### src/rtl/dw_window_seq.sv
// dw_window_seq -- depthwise input-buffer window sequencer.
//
// Walks a KSIZE x KSIZE window over one block for POY parallel output rows.
// For every output column the address side emits KSIZE phases, each made of
// one TRAN cycle (buffer read) and KSIZE-1 SHIFT cycles, so one column takes
// KSIZE*KSIZE cycles. The reg-array command, dwpe_ena and fifo_read are
// delayed RD_LAT cycles through a delay line so they line up with the
// buffer read data.
//
// Ports
//   clk, rst_n      clock, async active-low reset
//   start           block start pulse, ignored while busy
//   cfg_stride      column stride (0 and 3 act as 1), latched at start
//   cfg_ncol        output columns in the block (0 => done next cycle)
//   hold            downstream stall, freezes the whole sequencer
//   rd_en/rd_rpsel/rd_bank/rd_row/rd_col   input-buffer read request
//   reg_array_cmd   per-lane command, lane i at [2i+1:2i]
//   fifo_read       pulse one cycle ahead of each IF command
//   dwpe_ena        compute enable, aligned with reg_array_cmd
//   busy, done      block handshake
module dw_window_seq #(
    parameter int KSIZE  = 3,
    parameter int POY    = 3,
    parameter int NBANK  = 3,
    parameter int ROW_W  = 4,
    parameter int COL_W  = 8,
    parameter int RD_LAT = 3
) (
    input  logic                     clk,
    input  logic                     rst_n,
    input  logic                     start,
    input  logic [1:0]               cfg_stride,
    input  logic [COL_W-1:0]         cfg_ncol,
    input  logic                     hold,
    output logic                     rd_en,
    output logic [1:0]               rd_rpsel,
    output logic [$clog2(NBANK)-1:0] rd_bank,
    output logic [ROW_W-1:0]         rd_row,
    output logic [COL_W-1:0]         rd_col,
    output logic [2*POY-1:0]         reg_array_cmd,
    output logic                     fifo_read,
    output logic                     dwpe_ena,
    output logic                     busy,
    output logic                     done
);
    localparam int PW = $clog2(KSIZE);
    localparam int FW = $clog2(RD_LAT + 1);
    localparam int BW = $clog2(NBANK);
    localparam int CW = 2 * POY;

    localparam logic [PW-1:0]    P_LAST    = PW'(KSIZE - 1);
    localparam logic [PW-1:0]    S_LAST    = PW'(KSIZE - 2);
    localparam logic [FW-1:0]    F_LAST    = FW'(RD_LAT - 1);
    localparam logic [BW-1:0]    B_LAST    = BW'(NBANK - 1);
    // First banked read of a column is row index POY; split at elaboration.
    localparam logic [BW-1:0]    BASE_BANK = BW'(POY % NBANK);
    localparam logic [ROW_W-1:0] BASE_ROW  = ROW_W'(POY / NBANK);

    localparam logic [1:0] RP_RR = 2'b00;
    localparam logic [1:0] RP_BR = 2'b01;
    localparam logic [1:0] RP_NE = 2'b11;

    localparam logic [CW-1:0] CMD_IB = {POY{2'b00}};
    localparam logic [CW-1:0] CMD_SF = {POY{2'b01}};
    localparam logic [CW-1:0] CMD_NE = {POY{2'b11}};
    // Lanes 0..POY-2 take the shifted-in fifo row, top lane loads the new buffer row.
    localparam logic [CW-1:0] CMD_IF = {2'b00, {(POY-1){2'b10}}};

    typedef enum logic [1:0] {S_IDLE, S_TRAN, S_SHIFT, S_FLUSH} state_t;

    state_t            state, state_n;
    logic [PW-1:0]     ph, ph_n, sh, sh_n;
    logic [FW-1:0]     fc, fc_n;
    logic [COL_W-1:0]  col, col_n, left, left_n, ncol_q, l_ncol;
    logic [BW-1:0]     bank, bank_n;
    logic [ROW_W-1:0]  row, row_n;
    logic [1:0]        stride_q, stride_n, l_stride, stride_eff;
    logic              pend;  // start seen under hold, launch once hold drops
    logic              busy_n, done_n;
    logic              rd_en_n, ena_n, if_n;
    logic [1:0]        rps_n;
    logic [BW-1:0]     rbank_n;
    logic [ROW_W-1:0]  rrow_n;
    logic [COL_W-1:0]  rcol_n;
    logic [CW-1:0]     cmd_n;

    // Command delay line: stage 0 belongs to the address cycle on the outputs now.
    logic [CW-1:0]     pcmd [RD_LAT];
    logic              pena [RD_LAT];
    logic              pif  [RD_LAT];
    logic              fifo_src;

    assign stride_eff = (cfg_stride == 2'd2) ? 2'd2 : 2'd1;

    if (RD_LAT == 1) begin : g_fifo_direct
        assign fifo_src = if_n;
    end else begin : g_fifo_pipe
        assign fifo_src = pif[RD_LAT-2];
    end

    // Computes the next address cycle; registered straight onto the outputs.
    always_comb begin
        state_n  = state;
        ph_n     = ph;
        sh_n     = sh;
        fc_n     = fc;
        col_n    = col;
        left_n   = left;
        bank_n   = bank;
        row_n    = row;
        stride_n = stride_q;
        busy_n   = busy;
        done_n   = 1'b0;
        rd_en_n  = 1'b0;
        rps_n    = RP_NE;
        rbank_n  = rd_bank;
        rrow_n   = rd_row;
        rcol_n   = rd_col;
        cmd_n    = CMD_NE;
        ena_n    = 1'b0;
        if_n     = 1'b0;
        l_stride = pend ? stride_q : stride_eff;
        l_ncol   = pend ? ncol_q : cfg_ncol;
        case (state)
            S_IDLE: if (start || pend) begin
                if (l_ncol == '0) begin
                    done_n = 1'b1;
                    busy_n = 1'b0;
                end else begin
                    state_n  = S_TRAN;
                    ph_n     = '0;
                    col_n    = '0;
                    left_n   = l_ncol;
                    stride_n = l_stride;
                    bank_n   = BASE_BANK;
                    row_n    = BASE_ROW;
                    busy_n   = 1'b1;
                    rd_en_n  = 1'b1;
                    rps_n    = RP_RR;
                    rrow_n   = '0;
                    rcol_n   = '0;
                    cmd_n    = CMD_IB;
                    ena_n    = 1'b1;
                end
            end
            S_TRAN: begin
                state_n = S_SHIFT;
                sh_n    = '0;
                cmd_n   = CMD_SF;
                ena_n   = 1'b1;
            end
            S_SHIFT: begin
                if (sh != S_LAST) begin
                    sh_n  = sh + PW'(1);
                    cmd_n = CMD_SF;
                    ena_n = 1'b1;
                end else if (ph != P_LAST) begin
                    // Banked read of row index POY-1+ph+1 from the wrap counter.
                    state_n = S_TRAN;
                    ph_n    = ph + PW'(1);
                    rd_en_n = 1'b1;
                    rps_n   = RP_BR;
                    rbank_n = bank;
                    rrow_n  = row;
                    rcol_n  = col;
                    cmd_n   = CMD_IF;
                    ena_n   = 1'b1;
                    if_n    = 1'b1;
                    if (bank == B_LAST) begin
                        bank_n = '0;
                        row_n  = row + ROW_W'(1);
                    end else begin
                        bank_n = bank + BW'(1);
                    end
                end else if (left != COL_W'(1)) begin
                    // Column advance folded into the last SHIFT of the column.
                    state_n = S_TRAN;
                    ph_n    = '0;
                    col_n   = col + COL_W'(stride_q);
                    left_n  = left - COL_W'(1);
                    bank_n  = BASE_BANK;
                    row_n   = BASE_ROW;
                    rd_en_n = 1'b1;
                    rps_n   = RP_RR;
                    rrow_n  = '0;
                    rcol_n  = col + COL_W'(stride_q);
                    cmd_n   = CMD_IB;
                    ena_n   = 1'b1;
                end else begin
                    state_n = S_FLUSH;
                    fc_n    = '0;
                end
            end
            S_FLUSH: begin
                if (fc == F_LAST) begin
                    state_n = S_IDLE;
                    done_n  = 1'b1;
                    busy_n  = 1'b0;
                end else begin
                    fc_n = fc + FW'(1);
                end
            end
            default: state_n = S_IDLE;
        endcase
    end

    always_ff @(posedge clk or negedge rst_n) begin
        if (!rst_n) begin
            state         <= S_IDLE;
            ph            <= '0;
            sh            <= '0;
            fc            <= '0;
            col           <= '0;
            left          <= '0;
            ncol_q        <= '0;
            bank          <= '0;
            row           <= '0;
            stride_q      <= 2'd1;
            pend          <= 1'b0;
            rd_en         <= 1'b0;
            rd_rpsel      <= RP_NE;
            rd_bank       <= '0;
            rd_row        <= '0;
            rd_col        <= '0;
            reg_array_cmd <= CMD_NE;
            fifo_read     <= 1'b0;
            dwpe_ena      <= 1'b0;
            busy          <= 1'b0;
            done          <= 1'b0;
            for (int i = 0; i < RD_LAT; i++) begin
                pcmd[i] <= CMD_NE;
                pena[i] <= 1'b0;
                pif[i]  <= 1'b0;
            end
        end else if (hold) begin
            // Everything frozen; only the visible strobes go quiet.
            rd_en         <= 1'b0;
            rd_rpsel      <= RP_NE;
            reg_array_cmd <= CMD_NE;
            fifo_read     <= 1'b0;
            dwpe_ena      <= 1'b0;
            done          <= 1'b0;
            if (state == S_IDLE && start && !pend) begin
                pend     <= 1'b1;
                busy     <= 1'b1;
                stride_q <= stride_eff;
                ncol_q   <= cfg_ncol;
            end
        end else begin
            state         <= state_n;
            ph            <= ph_n;
            sh            <= sh_n;
            fc            <= fc_n;
            col           <= col_n;
            left          <= left_n;
            bank          <= bank_n;
            row           <= row_n;
            stride_q      <= stride_n;
            pend          <= 1'b0;
            rd_en         <= rd_en_n;
            rd_rpsel      <= rps_n;
            rd_bank       <= rbank_n;
            rd_row        <= rrow_n;
            rd_col        <= rcol_n;
            busy          <= busy_n;
            done          <= done_n;
            pcmd[0]       <= cmd_n;
            pena[0]       <= ena_n;
            pif[0]        <= if_n;
            for (int i = 1; i < RD_LAT; i++) begin
                pcmd[i] <= pcmd[i-1];
                pena[i] <= pena[i-1];
                pif[i]  <= pif[i-1];
            end
            reg_array_cmd <= pcmd[RD_LAT-1];
            dwpe_ena      <= pena[RD_LAT-1];
            fifo_read     <= fifo_src;
        end
    end
endmodule

### config.mk
export PLATFORM = sky130hd
export DESIGN_NAME = dw_window_seq
export DESIGN_NICKNAME = d
export VERILOG_FILES = /design/src/rtl/dw_window_seq.sv
export SDC_FILE = /design/constraint.sdc
export NUM_CORES = 1
export LEC_CHECK = 0
export CORE_MARGIN = 2
export CORE_UTILIZATION = 35
export CTS_CLUSTER_SIZE = 10
export DETAILED_ROUTE_END_ITERATION = 8
export PLACE_DENSITY = 0.51
export SETUP_SLACK_MARGIN = 0.1
export SLEW_MARGIN = 15
export SYNTH_ARGS = -nofsm -noshare
export SYNTH_HDL_FRONTEND = slang
export SYNTH_SLANG_ARGS = --single-unit
### constraint.sdc
create_clock -name clk -period 7 [get_ports clk]
set_clock_uncertainty 0.15 [all_clocks]
set_input_delay 1.75 -clock clk [delete_from_list [all_inputs] [get_ports clk]]
set_output_delay 1.75 -clock clk [all_outputs]
set_load 0.1 [all_outputs]
==> results of run 1 <==
==> logic make-up (layout without fill, tap and decap cells) <==
| family | Yosys count | after routing | share of synthesized area (%) |
|---|---|---|---|
| AO/OA/AOI/OAI | 86 | 86 | 14.2 |
| XOR/XNOR | 6 | 6 | 1.25 |
| adder cells (fa/ha/maj) | 12 | 12 | 3.76 |
| buffers and inverters | 39 | 72 | 4.42 |
| flip-flops | 79 | 79 | 47.6 |
| multiplexers | 43 | 43 | 12.0 |
| AND/OR/NAND/NOR | 131 | 131 | 16.8 |
==> cells in the final DEF, fill, tap and decap left out, types with 3 or more instances in the layout <==
cell type	instances
a21o_1	5
a21oi_1	20
a22o_1	4
a31oi_1	6
and3_1	6
buf_4	4
clkbuf_16	9
clkdlybuf4s50_1	39
dfrtp_1	64
dfstp_2	15
ha_1	11
inv_1	12
mux2_1	4
mux2_2	21
mux2_4	8
mux2i_1	10
nand2_1	32
nand2b_1	4
nand3_1	10
nand4_1	3
nand4b_1	4
nor2_1	23
nor2b_1	10
nor3_1	11
nor4_1	11
o21ai_0	11
o21ai_1	5
o21bai_1	3
o31ai_1	5
or2_2	4
or3_1	3
xor2_1	4
==> report_power, final <==
part / internal, mW / total, mW / switching, mW
sequential: 0.660 / 0.808 / 0.149
combinational: 0.374 / 1.10 / 0.723
clock: 0.311 / 0.501 / 0.190
==> path summary, 6_finish.rpt <==
| kind | startpoint | end | slack, ns | depth (start not counted) |
|---|---|---|---|---|
| worst max register to register | state[0] | left[3] | 3.81 | 8 |
| worst min register to register | stride_q[0] | stride_q[0] | 0.32 | 2 |
| worst min-delay path | stride_q[0] | stride_q[0] | 0.32 | 2 |
| worst max-delay path | hold | bank[0] | 2.89 | 8 |
| max in group asynchronous | rst_n | rd_row[2] | 4.63 | 1 |
| min in group asynchronous | rst_n | dwpe_ena | 1.44 | 1 |
==> per-layer routing <==
layer  GRT usage (%)  wire length (µm)
met1            20.4              4350
met2            23.0              3970
met3            4.09               303
met4            5.12               113
met5               0                 0
==> flip-flops by register name (all words and copies together) (netlist names), 2 cells and up <==
signal and flops:
rd_bank 2, ph 2, bank 2, state 2, rd_row 4, rd_col 8, stride_q 2, reg_array_cmd 3
pcmd 9, sh 2, ncol_q 8, left 8, row 4, col 8, pena 3, fc 2
rd_rpsel 2
==> cell usage after synthesis (4+ instances only) <==
cell	n	area share, %
nand2b_1	4	0.60
xor2_1	4	0.84
a31oi_1	6	0.90
dfstp_2	15	9.4
nor2b_1	10	1.5
nor3_1	11	1.3
nand2_1	32	2.9
clkbuf_1	14	1.3
nor4_1	11	1.6
and3_1	6	0.90
buf_4	5	0.90
mux2_2	21	5.6
a22o_1	4	0.84
buf_2	4	0.48
mux2_4	8	2.9
mux2_1	4	1.1
dfrtp_1	64	38
nand4b_1	4	0.84
o31ai_1	5	0.90
inv_1	12	1.1
nand3_1	10	1.2
a21oi_1	20	2.4
a21o_1	5	0.90
nor2_1	23	2.1
o21ai_1	5	0.60
or2_2	4	0.60
ha_1	11	3.3
mux2i_1	10	2.4
o21ai_0	11	1.3
==> worst register-to-register path: stages (launching register included) <==
cell and delay (ns):
dfrtp_1 0.42, inv_1 0.13, ha_1 0.17, buf_4 0.39, nand2_1 0.19, a211oi_4 0.39
a21oi_2 0.19, or2_1 0.56, a2111o_1 0.49
==> metrics by stage <==
stage	hold slack, ns	instance area (µm²)	cells	utilization (%)	power (mW)
finish	0.323	4970	572	43.0	2.41
floorplan	0.296	4190	396	-	1.68
global placement	0.311	4650	556	40.2	1.91
global route	0.353	4970	572	43.0	2.57
detailed placement	0.318	4650	556	40.2	1.92
CTS	0.327	4970	572	43.0	2.43
==> layout make-up <==
class / count / area (µm²)
tap: 143 / 179
clock inverter: 6 / 85.1
clock buffer: 10 / 229
inverter: 13 / 48.8
timing repair buffer: 43 / 420
sequential: 79 / 2000
multi-input combinational: 278 / 2010
fill: 1098 / 6600
==> results.yml, run 1 <==
status:
  status: "finished, final reports clean"
clock_tree:
  cts_tree: "yes"
  cts_setup_buffers: 0
  clock-root-buffer: "clkbuf_16"
  ctsResizeCount: 0
  cts_htree_levels: 3
  cts_buffers: 9
  clk_pin_slew_ns: 0.06
  hold_buffers: 0
  clkSinkCount: 79
  clock_latency_ns: 0.34
  clockBufferDepth: 2
synth:
  synth_warnings: 0
  syn-num-nets: 422
  postSynthAreaPerCell_um2: 10.6
  yosys.cell_types.count: 62
  synth_edf_count: 0
  async_flop_share_pct: 100
  syn_inst: 396
  ys_seq_elements: 79
  ys.flop_type: "dfrtp_1"
  synthesis.area_um2: 4190
  ys_seq_area_share_pct: 47.6
floorplan:
  dieArea_um2: 12900
  core_um2: 11600
  die_h_um: 113
  die_w_um: 113
  pin_count: 41
  placementRows: 39
  start_util_pct: 36.2
worst_setup_path:
  crit_top_cell: "buf_4"
  worstSetupPathType: "in -> reg"
  critPathMaxStageDelay_ns: 0.76
  start_kind: "input pin"
  critPathMaxFanout: 32
  crit_slowest_cell: "a21oi_2"
  cp.required_ns: 7.08
  critPathCaptureType: "register"
  crit_family: "compound AO/OA/AOI/OAI gates"
  cp_num_buf_inv: 4
  worstPathArrival_ns: 4.20
  cp_cell_sequence: "clkdlybuf4s50_1, buf_4, a21oi_1, nand3_2, buf_4, a21oi_2, inv_2, a22o_1"
place:
  dpl_worst_slack_ns: 2.51
  hpwl_mm: 5.75
  port_buffers: 40
  gp_congestion: 0.755
drt:
  num_vias: 3021
  wire_per_inst_um: 15.3
  drc: 0
  via_per_inst: 5.28
  ant_nets: 0
  dr.pass1.iters: 4
  wl_mm: 8.74
  drtIter0Drc: 149
sta:
  rsz0062_at_grt: "false"
  setup_tns_ns: 0
  setup_violations: 0
  hold_violations: 0
  finalMaxSlewViolations: 0
  fin_crit_sh_pct: 58.8
  fin_ws_ns: 2.89
  tightest_slew_ns: 1.02
  min_period_ns: 4.11
  max_clock_freq_mhz: 243
  max_slew_margin_pct: 32.2
global_route:
  grt_max_degree: 80
  grt_pass1_wl_mm: 15.2
  grt_pass1_vias: 3036
  grt_remaining_overflow: 0
  track_usage_pct: 14.9
  antenna_found_initial: 0
hold_path:
  hold_class: "reg -> reg"
job:
  cap_violations: 0
finish:
  drive_gt1_share_pct: 17.5
  final_nets: 450
  areaGrowthSynthToFinish_pct: 18.5
  n_antenna_cell: 0
power:
  powerDensity_nw_per_um2: 484
  ir_drop_v: 0.000153
  p_leak_nw: 2.05
Note: power is estimated with default switching activity, not from simulation.
==> run 2, diff against run 1 <==
- clock period: 7 -> 3.9 ns (I/O delays scaled with it)
==> run 2 against run 1 <==
Sequential power up 79%; non-clock buffer count grew 5; first-iteration DRC count rose by 10%; global-route usage is 0.12 points lower; critical path type unchanged; critical endpoint is now rd_row[2]; largest power group unchanged.
==> results.yml, run 2 (synthesis gave the netlist of run 1 again) <==
status:
  status: "finished, final reports clean"
floorplan:
  placementRows: 39
  pin_count: 41
  core_um2: 11600
  start_util_pct: 36.2
  die_w_um: 113
  dieArea_um2: 12900
  die_h_um: 113
finish:
  areaGrowthSynthToFinish_pct: 18.8
  final_cell_mix: "dfrtp_1 (64), nand2_1 (32), clkdlybuf4s50_1 (28), nor2_1 (23), mux2_2 (21)"
  n_antenna_cell: 0
  largest-register: "pcmd"
  drive_gt1_share_pct: 21.0
  final_common_cell: "dfrtp_1"
  final_nets: 455
  final_area_um2: 4980
  largest_reg_flops: 9
sta:
  min_period_ns: 3.00
  max_slew_margin_pct: 32.8
  setup_violations: 0
  setup_tns_ns: 0
  tightest_slew_ns: 1.01
  fin_crit_sh_pct: 76.8
  rsz0062_at_grt: "false"
  fin_hold_ws_ns: 0.319
  hold_violations: 0
  max_clock_freq_mhz: 334
  finalMaxSlewViolations: 0
worst_setup_path:
  crit_top_cell: "buf_4"
  start_kind: "input pin"
  worstSetupPathType: "in -> reg"
  critPathMaxStageDelay_ns: 0.47
  startpoint: "cfg_ncol[0]"
  rrSetupSlack_ns: 1.05
  critPathMaxFanout: 26
  worstPathArrival_ns: 3.07
  r2r_start: "sh[1]"
  rr_endpoint: "col[2]"
  crit_slowest_cell: "nor4_1"
  cp.required_ns: 3.97
  worstSetupEndpoint: "rd_row[2]"
  reg2reg_depth: 9
  cp_cell_sequence: "clkdlybuf4s50_1, nor4_1, nand4b_1, nand3_2, buf_4, a21oi_2, buf_4, mux2_1"
  critPathCaptureType: "register"
global_route:
  grt_pass1_wl_mm: 15.1
  antenna_found_initial: 0
  track_usage_pct: 14.8
  grt_max_degree: 80
  grt_remaining_overflow: 0
  grt_pass1_vias: 3099
drt:
  via_per_inst: 5.37
  num_vias: 3100
  drtIter0Drc: 164
  wire_per_inst_um: 15.3
  drc: 0
  dr.pass1.iters: 4
  wl_mm: 8.85
  ant_nets: 0
clock_tree:
  cts_tree: "yes"
  cts_htree_levels: 3
  clkSinkCount: 79
  cts_setup_buffers: 0
  ctsResizeCount: 0
  clockBufferDepth: 2
  hold_buffers: 0
  clock-root-buffer: "clkbuf_16"
  clk_pin_slew_ns: 0.06
  cts_buffers: 9
  clock_latency_ns: 0.34
hold_path:
  hold_class: "reg -> reg"
  whs_path_depth: 2
power:
  powerDensity_nw_per_um2: 865
  p_leak_nw: 2.08
  ir_drop_v: 0.000390
place:
  port_buffers: 40
  gp_congestion: 0.769
  placed_area_um2: 4660
  hpwl_mm: 5.82
job:
  cap_violations: 0
==> run 2: how the worst min path moves through the flow <==
stage                            from     endpoint  slack [ns]
after floorplan           stride_q[0]  stride_q[0]        0.30
after global placement         pif[2]       pif[2]        0.31
after detailed placement  stride_q[0]  stride_q[0]        0.31
after CTS                 stride_q[0]  stride_q[0]        0.32
after global routing           pif[2]       pif[2]        0.34
final                     stride_q[0]  stride_q[0]        0.32
==> run 2: metal layers <==
metal  GRT usage (%)  wire length, µm
met2            24.3             4210
met5               0                0
met4            6.02              145
met3            3.61              249
met1            18.8             4240
==> run 2: per-stage QoR <==
| stage | total power, mW | utilization (%) | instances | worst slack (ns) |
|---|---|---|---|---|
| 6_report | 4.31 | 43.0 | 577 | 0.903 |
| 5_1_grt | 4.60 | 43.0 | 577 | 0.767 |
| 4_1_cts | 4.36 | 43.0 | 577 | 0.902 |
| 3_5_place_dp | 3.47 | 40.3 | 561 | 0.563 |
| 3_3_place_gp | 3.43 | 40.3 | 561 | 0.590 |
| 2_1_floorplan | 3.02 | - | 396 | 1.42 |
==> run 2: area by class of cell <==
cell class,instances,area (µm²)
Clock buffer,13,293
Clock inverter,3,21.3
Fill cell,1090,6590
Inverter,13,48.8
Multi-Input combinational cell,278,2010
Sequential cell,79,2000
Tap cell,143,179
Timing Repair Buffer,48,430
==> run 2: worst max-delay path: cells and delay by family <==
| kind | cells | cell delay (ns) |
|---|---|---|
| multiplexers | 1 | 0.33 |
| AND/OR/NAND/NOR | 3 | 0.76 |
| buffers and inverters | 3 | 0.94 |
| AO/OA/AOI/OAI | 1 | 0.05 |
==> run 2: report_power, final <==
group	leakage [nW]	switching, mW	internal (mW)
clock network	0.153	0.337	0.528
registers	0.964	0.265	1.18
logic	0.964	1.31	0.682
==> run 3, diff against run 2 <==
- PLACE_DENSITY: 0.51 -> 0.53
- clock period: 3.9 -> 2.68 ns (I/O delays scaled with it)
==> run 3 against run 2 <==
Worst hold slack got worse by 0.17 ns; register-to-register slack got worse by 0.73 ns; sequential cell count unchanged; die area unchanged; global-route usage is 0.53 points higher; non-clock buffer count grew 28; setup slack got worse by 0.66 ns; sequential share of layout area decreased by 1.5 points; core utilization up 1.7 points; first-iteration DRC count rose by 23%; clock power up 39%; count of clock-buffer cells in the layout rose by 1; largest power group unchanged.
==> results.yml, run 3 (synthesis gave the netlist of run 1 again) <==
status:
  status: "finished, final reports clean"
sta:
  fin_crit_sh_pct: 91.0
  tightest_slew_ns: 0.478
  setup_tns_ns: 0
  hold_violations: 0
  fin_hold_ws_ns: 0.147
  max_clock_freq_mhz: 410
  min_period_ns: 2.44
  setup_violations: 0
  max_slew_margin_pct: 68.0
  finalMaxSlewViolations: 0
  rsz0062_at_grt: "false"
finish:
  largest-register: "pcmd"
  final_area_um2: 5170
  drive_gt1_share_pct: 29.9
  final_nets: 483
  postLayoutCoreUtil_pct: 44.7
  fillCellCount: 1089
  n_antenna_cell: 0
  final_cell_mix: "dfrtp_1 (64), buf_4 (62), nand2_1 (32), nor2_1 (23), mux2_2 (21)"
  largest_reg_flops: 9
  final_common_cell: "dfrtp_1"
  areaGrowthSynthToFinish_pct: 23.5
clock_tree:
  clkSinkCount: 79
  hold_buffers: 0
  cts_htree_levels: 3
  cts_tree: "yes"
  clockBufferDepth: 2
  clock-root-buffer: "clkbuf_16"
  clock_latency_ns: 0.33
  clk_pin_slew_ns: 0.06
  cts_buffers: 9
global_route:
  top_usage_layer: "met2"
  antenna_found_initial: 0
  grt_pass1_wl_mm: 15.6
  met2_usage_pct: 23.6
  grt_util_met1_pct: 21.0
  grt_remaining_overflow: 0
  grt_pass1_vias: 3172
  use_met3_pct: 2.34
  track_usage_pct: 15.3
  grt_max_degree: 47
worst_setup_path:
  crit_slowest_cell: "clkdlybuf4s50_1"
  cp_cell_sequence: "clkdlybuf4s50_1, nor4_2, buf_4, nand4b_1, nand3_4, buf_4, nor2_1, a32o_1"
  cp.required_ns: 2.75
  start_kind: "input pin"
  critPathMaxStageDelay_ns: 0.43
  r2r_start: "state[0]"
  crit_top_cell: "buf_4"
  startpoint: "cfg_ncol[0]"
  worstSetupPathType: "in -> reg"
  worstPathArrival_ns: 2.51
  rrSetupSlack_ns: 0.32
  critPathMaxFanout: 15
  critPathCaptureType: "register"
place:
  placed_area_um2: 4840
  port_buffers: 40
  gp_congestion: 0.803
  hpwl_mm: 6.43
floorplan:
  placementRows: 39
  dieArea_um2: 12900
  pin_count: 41
  die_w_um: 113
  start_util_pct: 36.2
  core_um2: 11600
  die_h_um: 113
power:
  ir_drop_v: 0.000458
  powerDensity_nw_per_um2: 1220
  report.power.total_mw: 6.34
  p_leak_nw: 2.24
drt:
  drtIter0Drc: 202
  drc: 0
  wire_per_inst_um: 15.2
  wl_mm: 9.18
  ant_nets: 0
  dr.pass1.iters: 4
  via_per_inst: 5.29
  num_vias: 3200
job:
  cap_violations: 0
hold_path:
  hold_class: "in -> async"
==> run 3: changes by cell type in the layout (fill, tap and decap cells not counted), moves of 2 or more <==
cell	delta
buf_4	+42
clkdlybuf4s50_1	-16
clkbuf_8	+3
buf_12	+2
clkbuf_16	-2
==> run 3: area by class of cell <==
| type | instances | area [µm²] | share of cell area, % |
|---|---|---|---|
| sequential | 79 | 2000 | 38.6 |
| clock buffer | 14 | 284 | 5.49 |
| inverter | 13 | 52.6 | 1.02 |
| timing repair buffer | 76 | 626 | 12.1 |
| multi-input combinational | 278 | 2030 | 39.1 |
| clock inverter | 2 | 12.5 | 0.242 |
| tap | 143 | 179 | 3.46 |
==> run 3: metal layers <==
metal | vias to the layer above | wire (µm)
met1 | 1558 | 4380
met5 | - | 0
met2 | 72 | 4300
met4 | 0 | 157
li1 | 1560 | -
met3 | 10 | 337
==> run 3: worst paths after layout <==
| path | endpoint | cells after the start |
|---|---|---|
| worst max-delay path | row[1] | 8 |
| worst min-delay path | pena[0] | 1 |
| worst max register to register | left[4] | 8 |
| worst min register to register | stride_q[0] | 2 |
| max in group asynchronous | stride_q[0] | 2 |
| min in group clk | stride_q[0] | 2 |
==> run 3: through the flow <==
stage               std cells  setup slack (ns)
CTS                       603             0.165
global placement          587            -0.136
floorplan                 396             0.448
detailed placement        587            -0.184
finish                    605             0.241
global route              605             0.139
==> run 3: where the power goes <==
group	switching [mW]	internal [mW]	total (mW)
sequential	0.377	1.72	2.10
combinational	1.95	1.08	3.03
clock	0.477	0.728	1.20
total	2.80	3.53	6.34
==> run 3: what timing repair did <==
item | 4_1_cts | 5_1_grt
gates resized for setup | 0 | 4
setup buffers | 0 | 2
setup endpoints to repair | 0 | 24
==> run 3: critical path: cells and delay by family <==
kind,cells,cell delay [ns]
buffers and inverters,3,0.83
AO/OA/AOI/OAI,1,0.25
AND/OR/NAND/NOR,4,0.75
